### config.mk
export PLATFORM = sky130hd
export DESIGN_NAME = phy_tx_slot_arbiter_flat
export DESIGN_NICKNAME = d
export VERILOG_FILES = /design/src/rtl/phy_tx_pkg.sv /design/src/rtl/phy_tx_slot_arbiter_if.sv /design/src/rtl/phy_tx_slot_arbiter_rr_arb2.sv /design/src/rtl/phy_tx_slot_arbiter.sv /design/src/flat_wrapper.sv
export SDC_FILE = /design/constraint.sdc
export NUM_CORES = 1
export LEC_CHECK = 0
export CAP_MARGIN = 0
export CORE_ASPECT_RATIO = 0.75
export CORE_MARGIN = 1
export CORE_UTILIZATION = 29
export CTS_CLUSTER_SIZE = 25
export DETAILED_ROUTE_END_ITERATION = 6
export PLACE_DENSITY = 0.68
export SETUP_SLACK_MARGIN = 0.02
export SLEW_MARGIN = 40
export SYNTH_ARGS = -nofsm -noshare
export SYNTH_HDL_FRONTEND = slang
export SYNTH_SLANG_ARGS = --single-unit
### constraint.sdc
create_clock -name clk_8f -period 4.4 [get_ports clk_8f]
set_input_delay 0.44 -clock clk_8f [delete_from_list [all_inputs] [get_ports clk_8f]]
set_output_delay 0.44 -clock clk_8f [all_outputs]
set_load 0.02 [all_outputs]
### src/rtl/phy_tx_pkg.sv
// ---------------------------------------------------------------------------
// phy_tx_pkg
// Shared definitions for the PHY transmit byte-slot scheduler.
//   COM_SYMBOL_DEFAULT : idle / link-training symbol (K28.5 style COM)
//   SLOT_BITS          : width of the in-slot bit counter (8 bits per slot)
//   state_e            : scheduler state, training (INIT) or data (ACTIVE)
// ---------------------------------------------------------------------------
package phy_tx_pkg;

    localparam logic [7:0] COM_SYMBOL_DEFAULT = 8'hBC;
    localparam int         SLOT_BITS          = 3;

    typedef enum logic {
        INIT   = 1'b0,
        ACTIVE = 1'b1
    } state_e;

endpackage

### src/rtl/phy_tx_slot_arbiter_if.sv
// ---------------------------------------------------------------------------
// phy_tx_slot_arbiter_if
// Bundles the two byte-source handshakes and the serializer-facing outputs.
//   data_in0/valid_in0/ready0 : source 0 byte handshake
//   data_in1/valid_in1/ready1 : source 1 byte handshake
//   data_out/valid_out        : byte for the current slot, source data flag
//   grant_src                 : which source supplied data_out
//   bit_idx/load              : serializer bit pointer and byte-load strobe
//   active                    : link training finished
// modport master = byte sources + serializer, modport slave = the scheduler.
// ---------------------------------------------------------------------------
interface phy_tx_slot_arbiter_if;
    import phy_tx_pkg::*;

    logic [7:0]           data_in0;
    logic                 valid_in0;
    logic                 ready0;
    logic [7:0]           data_in1;
    logic                 valid_in1;
    logic                 ready1;
    logic [7:0]           data_out;
    logic                 valid_out;
    logic                 grant_src;
    logic [SLOT_BITS-1:0] bit_idx;
    logic                 load;
    logic                 active;

    modport master (
        output data_in0, valid_in0, data_in1, valid_in1,
        input  ready0, ready1, data_out, valid_out, grant_src,
               bit_idx, load, active
    );

    modport slave (
        input  data_in0, valid_in0, data_in1, valid_in1,
        output ready0, ready1, data_out, valid_out, grant_src,
               bit_idx, load, active
    );

endinterface

### src/rtl/phy_tx_slot_arbiter_rr_arb2.sv
// ---------------------------------------------------------------------------
// rr_arb2
// Two-way round-robin arbiter, purely combinational.
//   req[1:0] : request per source
//   last     : source that won the most recent transfer
//   en       : grant window open
//   gnt[1:0] : one-hot (or zero) grant
// ---------------------------------------------------------------------------
module rr_arb2 (
    input  logic [1:0] req,
    input  logic       last,
    input  logic       en,
    output logic [1:0] gnt
);

    // A lone requester always wins; on a tie the source that did not win
    // last time gets the slot.
    always_comb begin
        gnt    = 2'b00;
        gnt[0] = en & req[0] & (~req[1] | last);
        gnt[1] = en & req[1] & (~req[0] | ~last);
    end

endmodule

### src/rtl/phy_tx_slot_arbiter.sv
// ---------------------------------------------------------------------------
// phy_tx_slot_arbiter
// Byte-slot scheduler on the 8x bit clock. Time is cut into 8-cycle slots;
// after reset NUM_COM_INIT COM slots are forced, then two byte sources are
// round-robin arbitrated onto the serializer, idle slots carrying COM.
//   clk_8f : bit-rate clock
//   reset  : synchronous, active-low
//   bus    : source handshakes and serializer outputs (slave modport)
// Parameters: NUM_COM_INIT (>=1) training slots, COM_SYMBOL filler byte.
// ---------------------------------------------------------------------------
module phy_tx_slot_arbiter
    import phy_tx_pkg::*;
#(
    parameter int         NUM_COM_INIT = 4,
    parameter logic [7:0] COM_SYMBOL   = COM_SYMBOL_DEFAULT
) (
    input  logic                  clk_8f,
    input  logic                  reset,
    phy_tx_slot_arbiter_if.slave  bus
);

    localparam int                      COM_CNT_BITS = $clog2(NUM_COM_INIT + 1);
    localparam logic [COM_CNT_BITS-1:0] COM_LAST     = COM_CNT_BITS'(NUM_COM_INIT - 1);

    state_e                  r_state;
    state_e                  w_nextState;
    logic [SLOT_BITS-1:0]    r_cnt;
    logic [COM_CNT_BITS-1:0] r_comCnt;
    logic                    r_last;
    logic [7:0]              r_dataOut;
    logic                    r_validOut;
    logic                    r_grantSrc;
    logic                    w_boundary;
    logic                    w_comDone;
    logic                    w_open;
    logic [1:0]              w_gnt;

    assign w_boundary = (r_cnt == '0);
    assign w_comDone  = (r_comCnt == COM_LAST);

    // State register: training restarts whenever reset is sampled low.
    always_ff @(posedge clk_8f) begin
        if (!reset) begin
            r_state <= INIT;
        end else begin
            r_state <= w_nextState;
        end
    end

    // Next state: leave training at the boundary closing the last COM slot.
    always_comb begin
        w_nextState = r_state;
        case (r_state)
            INIT:    if (w_boundary && w_comDone) w_nextState = ACTIVE;
            ACTIVE:  w_nextState = ACTIVE;
            default: w_nextState = INIT;
        endcase
    end

    // Output decode: the grant window also opens on the final training
    // boundary so the first post-training slot can already carry data.
    always_comb begin
        w_open     = w_boundary && ((r_state == ACTIVE) || w_comDone);
        bus.active = (r_state == ACTIVE);
    end

    rr_arb2 u_arb (
        .req ({bus.valid_in1, bus.valid_in0}),
        .last(r_last),
        .en  (w_open),
        .gnt (w_gnt)
    );

    // Slot counter runs 7 down to 0; training slots are counted at boundaries.
    always_ff @(posedge clk_8f) begin
        if (!reset) begin
            r_cnt    <= '1;
            r_comCnt <= '0;
        end else begin
            r_cnt <= r_cnt - SLOT_BITS'(1);
            if ((r_state == INIT) && w_boundary) begin
                r_comCnt <= r_comCnt + COM_CNT_BITS'(1);
            end
        end
    end

    // Slot payload: a grant is only possible on a boundary, so a grant means
    // a transfer; an ungranted boundary loads COM and keeps grant_src/last.
    always_ff @(posedge clk_8f) begin
        if (!reset) begin
            r_dataOut  <= COM_SYMBOL;
            r_validOut <= 1'b0;
            r_grantSrc <= 1'b0;
            r_last     <= 1'b1;
        end else if (w_gnt != 2'b00) begin
            r_dataOut  <= w_gnt[1] ? bus.data_in1 : bus.data_in0;
            r_validOut <= 1'b1;
            r_grantSrc <= w_gnt[1];
            r_last     <= w_gnt[1];
        end else if (w_boundary) begin
            r_dataOut  <= COM_SYMBOL;
            r_validOut <= 1'b0;
        end
    end

    assign bus.ready0    = w_gnt[0];
    assign bus.ready1    = w_gnt[1];
    assign bus.data_out  = r_dataOut;
    assign bus.valid_out = r_validOut;
    assign bus.grant_src = r_grantSrc;
    assign bus.bit_idx   = r_cnt;
    assign bus.load      = (r_cnt == '1);

endmodule

### src/flat_wrapper.sv
// flat-port wrapper written by rule: the top's interface ports become plain ports
module phy_tx_slot_arbiter_flat import phy_tx_pkg::*;
#(
    parameter int         NUM_COM_INIT = 4,
    parameter logic [7:0] COM_SYMBOL   = COM_SYMBOL_DEFAULT
)
  (clk_8f, reset, bus_data_in0, bus_valid_in0, bus_data_in1, bus_valid_in1, bus_ready0, bus_ready1, bus_data_out, bus_valid_out, bus_grant_src, bus_bit_idx, bus_load, bus_active);
  phy_tx_slot_arbiter_if bus_i ();
  input  logic clk_8f;
  input  logic reset;
  input wire logic [$bits(bus_i.data_in0)-1:0] bus_data_in0;
  input wire logic [$bits(bus_i.valid_in0)-1:0] bus_valid_in0;
  input wire logic [$bits(bus_i.data_in1)-1:0] bus_data_in1;
  input wire logic [$bits(bus_i.valid_in1)-1:0] bus_valid_in1;
  output wire logic [$bits(bus_i.ready0)-1:0] bus_ready0;
  output wire logic [$bits(bus_i.ready1)-1:0] bus_ready1;
  output wire logic [$bits(bus_i.data_out)-1:0] bus_data_out;
  output wire logic [$bits(bus_i.valid_out)-1:0] bus_valid_out;
  output wire logic [$bits(bus_i.grant_src)-1:0] bus_grant_src;
  output wire logic [$bits(bus_i.bit_idx)-1:0] bus_bit_idx;
  output wire logic [$bits(bus_i.load)-1:0] bus_load;
  output wire logic [$bits(bus_i.active)-1:0] bus_active;
  assign bus_i.data_in0 = bus_data_in0;
  assign bus_i.valid_in0 = bus_valid_in0;
  assign bus_i.data_in1 = bus_data_in1;
  assign bus_i.valid_in1 = bus_valid_in1;
  assign bus_ready0 = bus_i.ready0;
  assign bus_ready1 = bus_i.ready1;
  assign bus_data_out = bus_i.data_out;
  assign bus_valid_out = bus_i.valid_out;
  assign bus_grant_src = bus_i.grant_src;
  assign bus_bit_idx = bus_i.bit_idx;
  assign bus_load = bus_i.load;
  assign bus_active = bus_i.active;
  phy_tx_slot_arbiter #(.NUM_COM_INIT(NUM_COM_INIT), .COM_SYMBOL(COM_SYMBOL)) u_core (.clk_8f(clk_8f), .reset(reset), .bus(bus_i));
endmodule
# After elaboration in Yosys (flattened, before gate mapping)
# Index checks and enable logic that the tools add are counted.
# word_totals
out_inout_bits	17
wordCells	35
n_memories	0
romBits	0
inputBits	20
mem_bits_rw	0
latch_bits	0
ff_bits	18
# op_classes
shifts	0
multipliers	0
eq_ne	2
reduce_logical	7
magnitude_cmp	0
mux	7
addsub	2
div	0
bitwise_logic	10
# op_table
cell	count
$mux W8	3
$and A1 B1 Y1	4
$not A1 Y1	4
$reduce_bool A2 Y1	2
$add A3 B1 Y3 const B	1
$eq A3 B2 Y1 const B	1
$eq A3 B3 Y1 const B	1
$logic_and A1 B1 Y1	3
$logic_not A3 Y1	1
$mux W1	3
$sub A3 B1 Y3 const B	1
$or A1 B1 Y1	2
$pmux W1 S2	1
$logic_or A1 B1 Y1	1

# Depth between registers and ports, before layout
# Gate-level depths: netlist of run 1.
# depth
depth_word	7
ltp_mapped	6
depth_no_buf	5

# By module
# A second synthesis of run 1 with hierarchy kept.
# hier_totals
hier_cells	78
hier_area_um2	785.8
# modules_own_cells
mod	cells_per_inst	area_each_um2	instances
phy_tx_slot_arbiter	73	764.5	1
rr_arb2	5	21.3	1

# Worst setup path before layout of run 1
# Ideal clock, no wire load.
# synth_path
kind	reg2out
startpoint	reg u_core.r_cnt[0] (netlist: u_core.bus.bit_idx[0])
endpoint	out bus_ready0
path_stages_with_launch	7
t_arrival_ps	1465
t_required_ps	3960
slack_ps	2495
path_cell_list	dfxtp_1 -> inv_1 -> ha_1 -> nor2b_1 -> buf_2 -> nand3_1 -> a21oi_1
# synth_between
elab_chain_cells	4
# synth_lines
element	line	text
start: declaration	phy_tx_slot_arbiter.sv:27	logic [SLOT_BITS-1:0] r_cnt;
start signal: assignment	phy_tx_slot_arbiter.sv:80	r_cnt <= r_cnt - SLOT_BITS'(1);
$logic_not A3 Y1	phy_tx_slot_arbiter.sv:38	assign w_boundary = (r_cnt == '0);
$logic_and A1 B1 Y1	phy_tx_slot_arbiter.sv:63	w_open = w_boundary && ((r_state == ACTIVE) || w_comDone);
$and A1 B1 Y1 (2 in series)	phy_tx_slot_arbiter_rr_arb2.sv:20	gnt[0] = en & req[0] & (~req[1] | last);
end: declaration	flat_wrapper.sv:15	output wire logic [$bits(bus_i.ready0)-1:0] bus_ready0;
# No other way between the ends.

# Final worst setup path of run 1
# layout_path
startpoint	in bus_valid_in1
endpoint	out bus_ready1
# layout_between
elab_chain_cells	2
# layout_lines
element	line	text
start: declaration	flat_wrapper.sv:14	input wire logic [$bits(bus_i.valid_in1)-1:0] bus_valid_in1;
$and A1 B1 Y1 (2 in series)	phy_tx_slot_arbiter_rr_arb2.sv:21	gnt[1] = en & req[1] & (~req[0] | ~last);
end: declaration	flat_wrapper.sv:16	output wire logic [$bits(bus_i.ready1)-1:0] bus_ready1;
# No other way between the ends.

==> flow_summary.yaml, run 1 <==
status:
  outcome: "finished clean"
yosys:
  synth_cell_types: 30
  ys_seq_area_frac: 0.431
  yosys_warnings: 0
  syn_area_per_cell_um2: 9.83
  synth_nets: 110
  synth_area_um2: 836
  netlist_instances: 85
  synth_seq_cells: 18
global_routing:
  antenna_found_initial: 0
  grt_max_degree: 14
  met2_usage: 0.202
  use_met1: 0.158
  grt-busiest-layer: "met2"
  grt_pass1_wl_mm: 3.08
  grt_overflow_total: 0
  grt_pass1_vias: 704
  grtUsageTotal: 0.128
  grtUsageMet3: 0.0590
clock_tree:
  clk_latency_ns: 0.25
  cts_buffers: 3
  cts_sinks: 18
  htreeDepth: 1
  cts_setup_buffers: 0
  cts_tree: "done"
  cts_root_buffer: "clkbuf_8"
  cts_buffer_depth: 2
  clk_pin_slew_ns: 0.07
  cts_resized: 0
  postCtsHoldBufs: 0
sta:
  clock.fmax_ghz: 0.348
  slew_viol_final: 0
  holdWs_ns: 0.418
  worstMarginPinSlew_ns: 0.658
  setup_violations: 0
  fin_skew_ns: 0.00474
  relSlewSlack: 0.559
  finalSetupTns_ns: 0
  post-route-min-period_ns: 2.87
  grt_setup_unrepaired: "no"
  period_share: 0.653
  hold_viol_final: 0
critical_path:
  crit_slowest_cell: "clkdlybuf4s50_1"
  crit_path_frequent_cell: "clkdlybuf4s50_1"
  crit_start: "bus_valid_in1"
  worstPathRequired_ns: 3.96
  end_kind: "output pin"
  path_buf_inv: 2
  crit_path_max_fanout: 9
  cp.depth: 4
  critPathKind: "in2out"
  cp-endpoint: "bus_ready1"
  reg2reg_depth: 5
  setup.worst_path.start_class: "input pin"
  r2r-start: "u_core.bus.bit_idx[0]"
  r2r_setup_slack_ns: 2.63
  cp.arrival_ns: 2.43
  crit_family: "buffers and inverters"
  cpPeakStageDelay_ns: 0.59
  crit_chain: "clkdlybuf4s50_1 > a21boi_2 > and3_2 > clkdlybuf4s50_1"
  r2r-end: "u_core.bus.data_out[2]"
routing:
  wirelength_mm: 1.90
  vias: 735
  routed_via_density: 4.71
  dr.pass1.iters: 3
  wire_per_inst_um: 12.2
  drc: 0
  drt_iter0_markers: 21
  ant_nets: 0
final_layout:
  drive_gt1_frac: 0.0833
  area_growth_pct: 50.7
  nets: 147
  diodes: 0
job:
  max-cap-violations: 0
hold_path:
  hp-class: "reg2reg"
place:
  dp_hpwl_mm: 1.43
  portBuffers: 36
  gp_congestion: 0.664
die:
  floorplan.initialDensity: 0.314
  dieArea_um2: 3100
  boundaryPins: 37
  std_cell_rows: 16
  die_y_um: 48.5
  die_width_um: 64.0
  coreArea_um2: 2660
power_and_ir_drop:
  ir_drop_mv: 0.153
  power_mw: 0.330
  leakage_nw: 0.489
  power_density_nw_per_um2: 262
==> worst min path at each step <==
stage	from	end	slack [ns]	cells after the start
floorplan	u_core.r_comCnt[1]	u_core.r_comCnt[1]	0.46	2
global placement	u_core.bus.bit_idx[0]	u_core.bus.bit_idx[0]	0.40	1
detailed placement	u_core.bus.bit_idx[0]	u_core.bus.bit_idx[0]	0.41	1
CTS	u_core.bus.bit_idx[0]	u_core.bus.bit_idx[0]	0.42	1
global route	u_core.bus.bit_idx[0]	u_core.bus.bit_idx[0]	0.45	1
finish	u_core.bus.bit_idx[0]	u_core.bus.bit_idx[0]	0.42	1
==> synth_stat cells <==
| cell | instances | area share |
|---|---|---|
| dfxtp_1 | 18 | 0.43 |
| a21oi_1 | 9 | 0.054 |
| ha_1 | 5 | 0.075 |
| inv_1 | 5 | 0.022 |
| mux2i_1 | 5 | 0.060 |
| nand2_1 | 5 | 0.022 |
| nor3_1 | 5 | 0.030 |
| a32o_1 | 3 | 0.036 |
| mux2_4 | 3 | 0.054 |
| nor2_1 | 3 | 0.013 |
| a31oi_1 | 2 | 0.015 |
| buf_2 | 2 | 0.012 |
| o21ai_0 | 2 | 0.012 |
| xnor2_1 | 2 | 0.021 |
| a211oi_1 | 1 | 0.0090 |
| a21boi_2 | 1 | 0.013 |
| and2_1 | 1 | 0.0075 |
| and3_2 | 1 | 0.0090 |
| and4_2 | 1 | 0.012 |
| buf_6 | 1 | 0.013 |
| clkbuf_1 | 1 | 0.0045 |
| clkinv_1 | 1 | 0.0045 |
| nand2b_1 | 1 | 0.0075 |
| nand3_1 | 1 | 0.0060 |
| nor2b_1 | 1 | 0.0075 |
| nor3b_1 | 1 | 0.0090 |
| o2111a_1 | 1 | 0.013 |
| o211ai_1 | 1 | 0.0090 |
| o21a_1 | 1 | 0.0090 |
| or2_1 | 1 | 0.0075 |
==> power breakdown <==
group | leakage [nW] | switching (mW) | total [mW] | internal (mW)
clock network | 0.0216 | 0.0527 | 0.113 | 0.0607
logic | 0.322 | 0.0191 | 0.0492 | 0.0301
registers | 0.146 | 0.00247 | 0.168 | 0.165
total | 0.489 | 0.0742 | 0.330 | 0.256
==> sequential cells by signal, summed over array words and instances (netlist names) <==
signal / count
u_core.r_comCnt: 3
u_core.bus.valid_out: 1
u_core.bus.grant_src: 1
u_core.bus.data_out: 8
u_core.bus.bit_idx: 3
u_core.r_last: 1
u_core.bus.active: 1
==> routing by layer <==
layer	wire [um]	share of wire
met4	0	0
met3	126	0.066
met5	0	0
met1	922	0.48
met2	855	0.45
==> stage by stage <==
| step | worst slack, ns | area, um^2 | instances | utilization |
|---|---|---|---|---|
| finish | 1.53 | 1260 | 156 | 0.473 |
| global route | 1.43 | 1260 | 156 | 0.473 |
| CTS | 1.50 | 1260 | 156 | 0.472 |
| detailed placement | 1.51 | 1220 | 153 | 0.457 |
| global placement | 1.56 | 1220 | 153 | 0.457 |
| floorplan | 2.49 | 836 | 85 | - |
==> cell usage in the layout, fill, tap and decap left out, drive strengths merged, types with 3 or more instances in the layout <==
cell type / Yosys / final
a21oi: 9 / 9
a32o: 3 / 3
clkbuf: 1 / 3
clkdlybuf4s50: 0 / 36
dfxtp: 18 / 18
ha: 5 / 5
inv: 5 / 5
mux2: 3 / 3
mux2i: 5 / 5
nand2: 5 / 5
nor2: 3 / 3
nor3: 5 / 5
==> cells by family (layout without fill, tap and decap cells) <==
logic type               Yosys count  after routing  share of synthesized area
AO/OA/AOI/OAI                     21             21                      0.171
AND/OR/NAND/NOR                   21             21                      0.132
flip-flops                        18             18                      0.431
buffers and inverters             10             45                     0.0569
multiplexers                       8              8                      0.114
adder cells (fa/ha/maj)            5              5                     0.0749
XOR/XNOR                           2              2                     0.0210
==> cell type report <==
class                   count  area, um^2
well taps                  36        45.0
clock buffers               3        41.3
flip-flops and latches     18         360
repair buffers             36         360
multi-input cells          57         430
inverters                   6        22.5
fillers                   269        1400
No activity file was read; power rests on OpenSTA's default activity.
==> run 2: changes to the inputs <==
PLACE_DENSITY = 0.7   (was 0.68)
clock period = 2.6 ns   (was 4.4 ns; I/O delays follow)
==> flow_summary.yaml, run 2 (synthesis results as in run 1) <==
hold_path:
  hp-class: "reg2reg"
clock_tree:
  cts_sinks: 18
  cts_buffers: 3
  cts_resized: 0
  clk_latency_ns: 0.26
  postCtsHoldBufs: 0
  cts_setup_buffers: 0
  cts_tree: "done"
  cts_buffer_depth: 2
  clk_pin_slew_ns: 0.07
  cts_root_buffer: "clkbuf_8"
  htreeDepth: 1
routing:
  routed.top_layer: "met4"
  dr.pass1.iters: 4
  wirelength_mm: 2.00
  wl_met1_um: 820
  routed_via_density: 4.81
  vias: 765
  dr_wl_met2_um: 965
  drt_iter0_markers: 28
  ant_nets: 0
  met3WireLength_um: 199
  wire_per_inst_um: 12.6
  drc: 0
final_layout:
  nets: 149
  final_cell_mix: "clkdlybuf4s50_1 (36), dfxtp_1 (18), a21oi_1 (9)"
  largest_register_ffs: 8
  postLayoutCoreUtil: 0.483
  final_common_cell: "clkdlybuf4s50_1"
  area_growth_pct: 53.9
  diodes: 0
  drive_gt1_frac: 0.0976
die:
  boundaryPins: 37
  coreArea_um2: 2660
  dieArea_um2: 3100
  die_width_um: 64.0
  std_cell_rows: 16
  die_y_um: 48.5
  floorplan.initialDensity: 0.314
global_routing:
  antenna_found_initial: 0
  grt_max_degree: 11
  grtUsageTotal: 0.138
  grt_overflow_total: 0
  grt_pass1_vias: 738
  grt_pass1_wl_mm: 3.24
critical_path:
  crit_family: "buffers and inverters"
  cp.arrival_ns: 2.11
  end_kind: "output pin"
  cpPeakStageDelay_ns: 0.63
  crit_slowest_cell: "clkdlybuf4s50_1"
  crit_path_max_fanout: 7
  setup.worst_path.start_class: "register"
  critPathKind: "reg2out"
  crit_chain: "inv_1 > ha_1 > nor2b_1 > nand3_1 > a21oi_1 > clkdlybuf4s50_1"
  worstPathRequired_ns: 2.34
  path_buf_inv: 2
sta:
  relSlewSlack: 0.642
  slew_viol_final: 0
  grt_setup_unrepaired: "no"
  period_share: 0.913
  setup_violations: 0
  worstMarginPinSlew_ns: 0.535
  fin_skew_ns: 0.00619
  finalSetupTns_ns: 0
  clock.fmax_ghz: 0.421
  post-route-min-period_ns: 2.37
  hold_viol_final: 0
place:
  dp_hpwl_mm: 1.52
  gp_congestion: 0.708
  portBuffers: 36
job:
  max-cap-violations: 0
power_and_ir_drop:
  power_density_nw_per_um2: 466
  ir_drop_mv: 0.339
  leakage_nw: 0.507
status:
  outcome: "finished clean"
## run 2: changes by cell type in the layout (fill, tap and decap cells not counted), sizes merged
| cell | delta |
|---|---|
| buf | +2 |
| clkbuf | +1 |
## run 2: metal layers
metal  vias up  global-route usage
met5         -                   0
met4         0              0.0455
met3         2              0.0637
met2        30               0.232
met1       354               0.154
li1        379                   -
## run 2: final cells by class
class | instances | area [um^2]
multi-input combinational | 57 | 428
fill | 274 | 1380
clock buffer | 4 | 55.1
tap | 36 | 45.0
inverter | 6 | 22.5
sequential | 18 | 360
timing repair buffer | 38 | 375
## run 2: final timing paths
kind                                       startpoint  cells after the start  slack [ns]                endpoint
worst max register to register  u_core.bus.bit_idx[0]                      6        0.79  u_core.bus.data_out[6]
worst max-delay path            u_core.bus.bit_idx[0]                      6        0.23              bus_ready0
worst min register to register  u_core.bus.bit_idx[0]                      1        0.42   u_core.bus.bit_idx[0]
worst min-delay path            u_core.bus.bit_idx[0]                      1        0.42   u_core.bus.bit_idx[0]
## run 2: report_power, final
group | internal, mW | leakage [nW] | switching, mW | total (mW)
combinational | 0.0518 | 0.332 | 0.0328 | 0.0846
sequential | 0.280 | 0.146 | 0.00398 | 0.284
clock | 0.135 | 0.0288 | 0.0970 | 0.232
total | 0.466 | 0.507 | 0.134 | 0.600
## run 2: per-stage QoR
step | hold WS, ns | worst slack, ns | cell area (um^2) | std cells | power (mW)
final | 0.418 | 0.226 | 1290 | 159 | 0.600
after global routing | 0.443 | 0.130 | 1290 | 159 | 0.626
after CTS | 0.424 | 0.223 | 1290 | 159 | 0.608
after detailed placement | 0.407 | 0.519 | 1230 | 155 | 0.375
after global placement | 0.397 | 0.561 | 1230 | 155 | 0.373
after floorplan | 0.455 | 0.875 | 836 | 85 | 0.328
==> run 3: changes to the inputs <==
CORE_UTILIZATION = 35   (was 29)
PLACE_DENSITY = 0.81   (was 0.7)
==> flow_summary.yaml, run 3 (synthesis results as in run 1) <==
final_layout:
  nets: 149
  area_growth_pct: 51.3
  final_cell_mix: "clkdlybuf4s50_1 (36), dfxtp_1 (18), a21oi_1 (9)"
  largest_register_ffs: 8
  diodes: 0
  drive_gt1_frac: 0.106
  final_common_cell: "clkdlybuf4s50_1"
  final_cell_count_no_fill: 155
clock_tree:
  clk_pin_slew_ns: 0.10
  cts_buffers: 3
  clk_latency_ns: 0.30
  cts_buffer_depth: 2
  postCtsHoldBufs: 0
  htreeDepth: 1
  cts_tree: "done"
  cts_root_buffer: "clkbuf_4"
  cts_sinks: 18
die:
  die_width_um: 58.4
  floorplan.initialDensity: 0.394
  dieArea_um2: 2590
  std_cell_rows: 14
  die_y_um: 44.3
  coreArea_um2: 2120
  boundaryPins: 37
critical_path:
  r2r-start: "u_core.r_comCnt[0]"
  cp.arrival_ns: 2.10
  reg2reg_depth: 5
  crit_path_max_fanout: 7
  end_kind: "output pin"
  r2r_setup_slack_ns: 0.95
  cp-endpoint: "bus_ready1"
  worstPathRequired_ns: 2.34
  critPathKind: "reg2out"
  crit_start: "u_core.r_comCnt[0]"
  setup.worst_path.start_class: "register"
  r2r-end: "u_core.bus.data_out[0]"
status:
  outcome: "finished clean"
routing:
  dr.pass1.iters: 4
  vias: 740
  wire_per_inst_um: 12.5
  wirelength_mm: 1.94
  routed_via_density: 4.77
  ant_nets: 0
  drc: 0
  drt_iter0_markers: 11
sta:
  fin_ws_ns: 0.245
  fin_skew_ns: 0.00356
  holdWs_ns: 0.436
  grt_setup_unrepaired: "no"
  clock.fmax_ghz: 0.425
  period_share: 0.906
  setup_violations: 0
  finalSetupTns_ns: 0
  hold_viol_final: 0
  relSlewSlack: 0.653
  worstMarginPinSlew_ns: 0.519
  slew_viol_final: 0
  post-route-min-period_ns: 2.36
global_routing:
  grtUsageTotal: 0.156
  grtUsageMet3: 0.0497
  grt_overflow_total: 0
  grt_max_degree: 11
  grt-busiest-layer: "met2"
  use_met1: 0.179
  grt_pass1_wl_mm: 3.00
  antenna_found_initial: 0
  met2_usage: 0.276
  grt_pass1_vias: 699
job:
  max-cap-violations: 0
power_and_ir_drop:
  ir_drop_mv: 0.248
  leakage_nw: 0.499
  power_mw: 0.541
  power_density_nw_per_um2: 428
place:
  dp_hpwl_mm: 1.50
  place_inst: 151
  portBuffers: 36
  gp_congestion: 0.745
  place_ws_ns: 0.534
hold_path:
  hp-class: "reg2reg"
[run 3: power breakdown]
part	switching (mW)	total [mW]	internal, mW	leakage, nW
clock network	0.0874	0.173	0.0854	0.0210
logic	0.0325	0.0843	0.0519	0.333
registers	0.00402	0.284	0.280	0.146
[run 3: area by class of cell]
type	count	area, um^2
multi-input combinational	57	430
fill	203	855
tap	32	40.0
sequential	18	360
timing repair buffer	38	375
inverter	6	22.5
clock buffer	4	36.3
[run 3: routing by layer]
layer / share of wire / up-vias
met2: 0.49 / 26
met4: 0.0088 / 0
met1: 0.44 / 335
met5: 0 / -
li1: - / 377
met3: 0.058 / 2
[run 3: per-stage QoR]
| step | area [um^2] | util |
|---|---|---|
| global placement | 1230 | 0.579 |
| CTS | 1260 | 0.596 |
| finish | 1260 | 0.597 |
| detailed placement | 1230 | 0.579 |
| global route | 1260 | 0.597 |
| floorplan | 836 | - |
[run 3: worst min path at each step]
stage | from | end | slack (ns) | depth (start not counted)
floorplan | bus_valid_in1 | u_core.r_last | 0.45 | 2
global placement | u_core.bus.bit_idx[0] | u_core.bus.bit_idx[0] | 0.40 | 1
detailed placement | u_core.bus.bit_idx[0] | u_core.bus.bit_idx[0] | 0.43 | 1
CTS | u_core.bus.bit_idx[0] | u_core.bus.bit_idx[0] | 0.45 | 1
global route | u_core.bus.bit_idx[0] | u_core.bus.bit_idx[0] | 0.46 | 1
finish | u_core.bus.bit_idx[0] | u_core.bus.bit_idx[0] | 0.44 | 1
[run 3: repair_timing]
item / in CTS / in global routing
buffers inserted: 0 / 0
endpoints found under the setup margin: 0 / 1
gates resized for setup: 0 / 1
[run 3: worst max-delay path: stages, from the launching register on]
cell and delay, ns:
dfxtp_1 0.34, ha_1 0.21, ha_1 0.19, or2_1 0.29
and3_2 0.23, clkdlybuf4s50_1 0.53
